### src/rtl/queue_manager.sv
`default_nettype none
// ============================================================================
// Module   : queue_manager
// Purpose  : Customer-queue controller: occupancy, open-teller count, ticket
//            issue/serve counters and arithmetic expected-waiting-time.
// Revision : 1.0 - initial release
// ============================================================================
module queue_manager #(
    parameter int DEPTH    = 15,
    parameter int TELLERS  = 3,
    parameter int SVC_TIME = 3,
    parameter int TKW      = 8,
    localparam int CW      = $clog2(DEPTH + 1),
    localparam int TW      = $clog2(TELLERS + 1),
    localparam int WTW     = $clog2(DEPTH * SVC_TIME + 1)
) (
    input  logic               clk,
    input  logic               reset,
    input  logic               arrive,
    input  logic               depart,
    input  logic [TELLERS-1:0] teller,
    output logic [CW-1:0]      pcount,
    output logic [TW-1:0]      tcount,
    output logic [WTW-1:0]     wtime,
    output logic               full,
    output logic               empty,
    output logic               alarm,
    output logic [TKW-1:0]     next_ticket,
    output logic [TKW-1:0]     serve_ticket
);

    localparam int PW = WTW + TW;

    logic [CW-1:0]  r_pcount;
    logic [TW-1:0]  r_tcount;
    logic [WTW-1:0] r_wtime;
    logic           r_alarm;
    logic [TKW-1:0] r_next;
    logic [TKW-1:0] r_serve;

    logic           w_dep_ok;
    logic           w_arr_ok;
    logic [TW-1:0]  w_pop;
    logic [PW-1:0]  w_prod;
    logic [WTW-1:0] w_quo;
    logic [WTW-1:0] w_wnext;

    assign w_dep_ok = depart && (r_pcount != '0) && (r_tcount != '0);
    // A depart in the same cycle frees the slot for a simultaneous arrival.
    assign w_arr_ok = arrive && ((r_pcount != CW'(DEPTH)) || w_dep_ok);

    always_comb begin
        w_pop = '0;
        for (int i = 0; i < TELLERS; i++) begin
            w_pop = w_pop + TW'(teller[i]);
        end
    end

    // Ceiling division by each possible constant teller count, selected by tcount.
    always_comb begin
        w_prod = PW'(r_pcount) * PW'(SVC_TIME);
        w_quo  = '0;
        for (int t = 1; t <= TELLERS; t++) begin
            if (r_tcount == TW'(t)) begin
                w_quo = WTW'((w_prod + PW'(t - 1)) / PW'(t));
            end
        end
    end

    always_comb begin
        w_wnext = w_quo;
        if (r_pcount == '0) begin
            w_wnext = '0;
        end else if (r_tcount == '0) begin
            w_wnext = '1;
        end
    end

    always_ff @(posedge clk or posedge reset) begin
        if (reset) begin
            r_pcount <= '0;
            r_tcount <= '0;
            r_wtime  <= '0;
            r_alarm  <= 1'b0;
            r_next   <= '0;
            r_serve  <= '0;
        end else begin
            r_tcount <= w_pop;
            r_wtime  <= w_wnext;
            r_alarm  <= (arrive && !w_arr_ok) || (depart && !w_dep_ok);
            if (w_arr_ok && !w_dep_ok) begin
                r_pcount <= r_pcount + CW'(1);
            end else if (w_dep_ok && !w_arr_ok) begin
                r_pcount <= r_pcount - CW'(1);
            end
            if (w_arr_ok) begin
                r_next <= r_next + TKW'(1);
            end
            if (w_dep_ok) begin
                r_serve <= r_serve + TKW'(1);
            end
        end
    end

    assign pcount       = r_pcount;
    assign tcount       = r_tcount;
    assign wtime        = r_wtime;
    assign alarm        = r_alarm;
    assign next_ticket  = r_next;
    assign serve_ticket = r_serve;
    assign full         = (r_pcount == CW'(DEPTH));
    assign empty        = (r_pcount == '0);

endmodule
`default_nettype wire

### config.mk
export PLATFORM = sky130hd
export DESIGN_NAME = queue_manager
export DESIGN_NICKNAME = d
export VERILOG_FILES = /design/src/rtl/queue_manager.sv
export SDC_FILE = /design/constraint.sdc
export NUM_CORES = 1
export LEC_CHECK = 0
export BUFFER_PORTS_ARGS = -buffer_cell sky130_fd_sc_hd__buf_2
export CAP_MARGIN = 20
export CORE_MARGIN = 1
export CORE_UTILIZATION = 62
export DETAILED_ROUTE_END_ITERATION = 10
export PLACE_DENSITY = 0.88
export SLEW_MARGIN = 0
export SYNTH_ARGS = -nofsm -noshare
export SYNTH_HDL_FRONTEND = slang
export SYNTH_SLANG_ARGS = --single-unit
### constraint.sdc
create_clock -name clk -period 6.67 [get_ports clk]
set_input_delay 0.667 -clock clk [delete_from_list [all_inputs] [get_ports clk]]
set_output_delay 0.667 -clock clk [all_outputs]
set_load 0.005 [all_outputs]
==> flow_metrics.env <==
export IMPL_status="completed"
export IMPL_cts_hold_buf=0
export IMPL_dp_hpwl_microns=4290
export IMPL_maxCapViolCount=0
export IMPL_synth_top_area_share_pct=30.1
export IMPL_yosys_area_top_type="dfrtp_1"
export IMPL_core_region_area_sq_um=3690
export IMPL_antenna_found_initial=0
export IMPL_finalCriticalPeriod_ns=5.13
export IMPL_ys_seq_elements=29
export IMPL_skew_ns=0.00357
export IMPL_synth_edf_count=0
export IMPL_post_synth_top_count_cell="dfrtp_1"
export IMPL_grt_pass1_vias=2029
export IMPL_clk_pin_slew_ns=0.06
export IMPL_grt_pass1_wl_microns=9620
export IMPL_vias_per_cell=6.21
export IMPL_overflow=0
export IMPL_cts_sinks=29
export IMPL_drive_gt1_share_pct=21.1
export IMPL_initial_core_util_pct=65.4
export IMPL_clock_path_buffers=2
export IMPL_wl_per_cell_microns=16.6
export IMPL_synth_seq_area_share_pct=30.1
export IMPL_wirelength_microns=5830
export IMPL_via_count=2186
export IMPL_yosysWarnings=0
export IMPL_tightest_slew_ns=0.612
export IMPL_crit_type="reg2reg"
export IMPL_crit_arrival_ns=5.28
export IMPL_rows=22
export IMPL_die_w_microns=64.4
export IMPL_firstDrtPassIters=6
export IMPL_slew_violations=0
export IMPL_io_buffers=37
export IMPL_insertion_delay_ns=0.28
export IMPL_start_kind="register"
export IMPL_hp_class="in2async"
export IMPL_synthTopCellsByArea="dfrtp_1 (30%), ha_1 (9.3%), xnor2_1 (6.9%)"
export IMPL_synthTopCellsByCount="dfrtp_1 (29), a21oi_1 (27), nand2_1 (22)"
export IMPL_num_antenna_cells=0
export IMPL_die_area_sq_um=4140
export IMPL_max_freq_mhz=195
export IMPL_n_fill_cell=275
export IMPL_min_period_over_period_pct=76.9
export IMPL_num_nets_final=332
export IMPL_synth_area_sq_um=2410
export IMPL_grt_usage_pct=30.3
export IMPL_synth_nets=298
export IMPL_area_delta_synth_final_pct=12.7
export IMPL_dieHeight_microns=64.4
export IMPL_critPathRequiredTime_ns=6.83
export IMPL_avgSynthCellArea_sq_um=8.93
export IMPL_rsz0062_at_grt="no"
export IMPL_cp_max_fo=16
export IMPL_cts_tree="built"
export IMPL_ant_nets=0
export IMPL_synthFlopType="dfrtp_1"
export IMPL_hold_viol_final=0
export IMPL_synthCells=270
export IMPL_synth_cell_types=59
export IMPL_grt_max_degree=30
export IMPL_cts_buffers=5
export IMPL_cts_root_buf="clkbuf_8"
export IMPL_drt_iter0_markers=203
export IMPL_end_kind="register"
export IMPL_synth_async_reset_ratio_pct=100
export IMPL_post_cts_setup_buffer_count=0
export IMPL_h_tree_depth=2
export IMPL_slew_headroom_pct=59.0
export IMPL_route_detailed_drc=0
export IMPL_whs_ns=0.319
export IMPL_gp_congestion=0.943
export IMPL_finalSetupViolations=0
export IMPL_num_io_pins=38
export IMPL_post_cts_resized=0
export IMPL_setup_tns_ns=0
export IMPL_post_route_util_pct=73.7
## cell families (layout without fill, tap and decap cells)
group           after synthesis  after routing  share of synthesized area [%]
compound gates               80             80                           24.1
simple gates                 79             79                           16.1
flops                        29             29                           30.1
buf+inv                      29             63                           5.14
xor+xnor                     26             26                           10.1
fa+ha+maj                    21             21                           11.8
mux                           6              6                           2.70
## cell usage in the layout (no fill, tap or decap), types with 2 or more instances in the layout
cell and instances:
mux2i_1 2, and3_1 4, xnor2_1 19, a21boi_1 2
nand2_2 2, mux2_2 4, inv_1 17, buf_2 37
xnor2_2 2, o211ai_1 3, a31oi_1 4, a21oi_1 27
o22ai_1 3, nand3_1 8, xor2_1 5, dfrtp_1 29
or4_4 2, o21ai_1 4, o31ai_1 3, clkbuf_8 6
o21ai_0 6, nor2b_1 5, nor2_1 20, ha_1 18
a211oi_1 3, a21o_1 3, nand4_1 5, fa_1 3
or2_1 2, nand2_1 22, nor3_1 5
## cell type report
cell class / instances / area, sq um / share of cell area (%)
Multi-Input combinational cell: 212 / 1560 / 57.5
Inverter: 17 / 63.8 / 2.35
Timing Repair Buffer: 39 / 220 / 8.10
Clock buffer: 7 / 86.3 / 3.18
Tap cell: 48 / 60.1 / 2.21
Sequential cell: 29 / 726 / 26.7
## registers in the layout, indices dropped and copies added, names as in the netlist
signal        flops
alarm             1
serve_ticket      8
wtime             6
tcount            2
pcount            4
next_ticket       8
## layer usage
layer / share of wire (%) / track usage, % / vias to the layer above
met5: 0 / 0 / -
li1: - / - / 1036
met4: 1.7 / 10.6 / 0
met3: 5.2 / 6.61 / 14
met1: 42 / 37.7 / 1050
met2: 51 / 51.4 / 86
## per-stage QoR
stage | std cells | instance area [sq um] | setup WS (ns)
after CTS | 351 | 2690 | 1.68
after global placement | 344 | 2600 | 1.90
final | 352 | 2720 | 1.54
after floorplan | 270 | 2410 | 2.45
after detailed placement | 344 | 2600 | 1.69
after global routing | 352 | 2720 | 1.11
## worst paths after layout
path                            cells past startpoint  slack (ns)                  startpoint                     endpoint
worst min-delay path                                2        0.32                       reset          tcount[1]$_DFF_PP0_
max in group asynchronous                           3        5.95                       reset  serve_ticket[5]$_DFFE_PP0P_
worst min register to register                      1        0.47  next_ticket[7]$_DFFE_PP0P_   next_ticket[7]$_DFFE_PP0P_
worst max-delay path                               19        1.54       pcount[0]$_DFFE_PP0P_           wtime[0]$_DFF_PP0_
min in group clk                                    1        0.47  next_ticket[7]$_DFFE_PP0P_   next_ticket[7]$_DFFE_PP0P_
worst max register to register                     19        1.54       pcount[0]$_DFFE_PP0P_           wtime[0]$_DFF_PP0_
## worst max-delay path, cell delays in order, from the launching register on
cell       delay [ns]
dfrtp_1          0.66
ha_1             0.29
inv_1            0.07
fa_1             0.55
inv_1            0.15
ha_1             0.56
xor2_1           0.17
a2111oi_0        0.44
mux2i_1          0.20
o22ai_4          0.33
o21ai_1          0.14
a32oi_1          0.31
nor2_1           0.10
nand2_1          0.08
o21ai_0          0.08
ha_1             0.30
inv_1            0.06
o2111ai_1        0.09
a211oi_1         0.29
o32ai_2          0.12
Power is not shown: default switching activity piles up to over one toggle a cycle in this logic, so the estimate is an artifact.
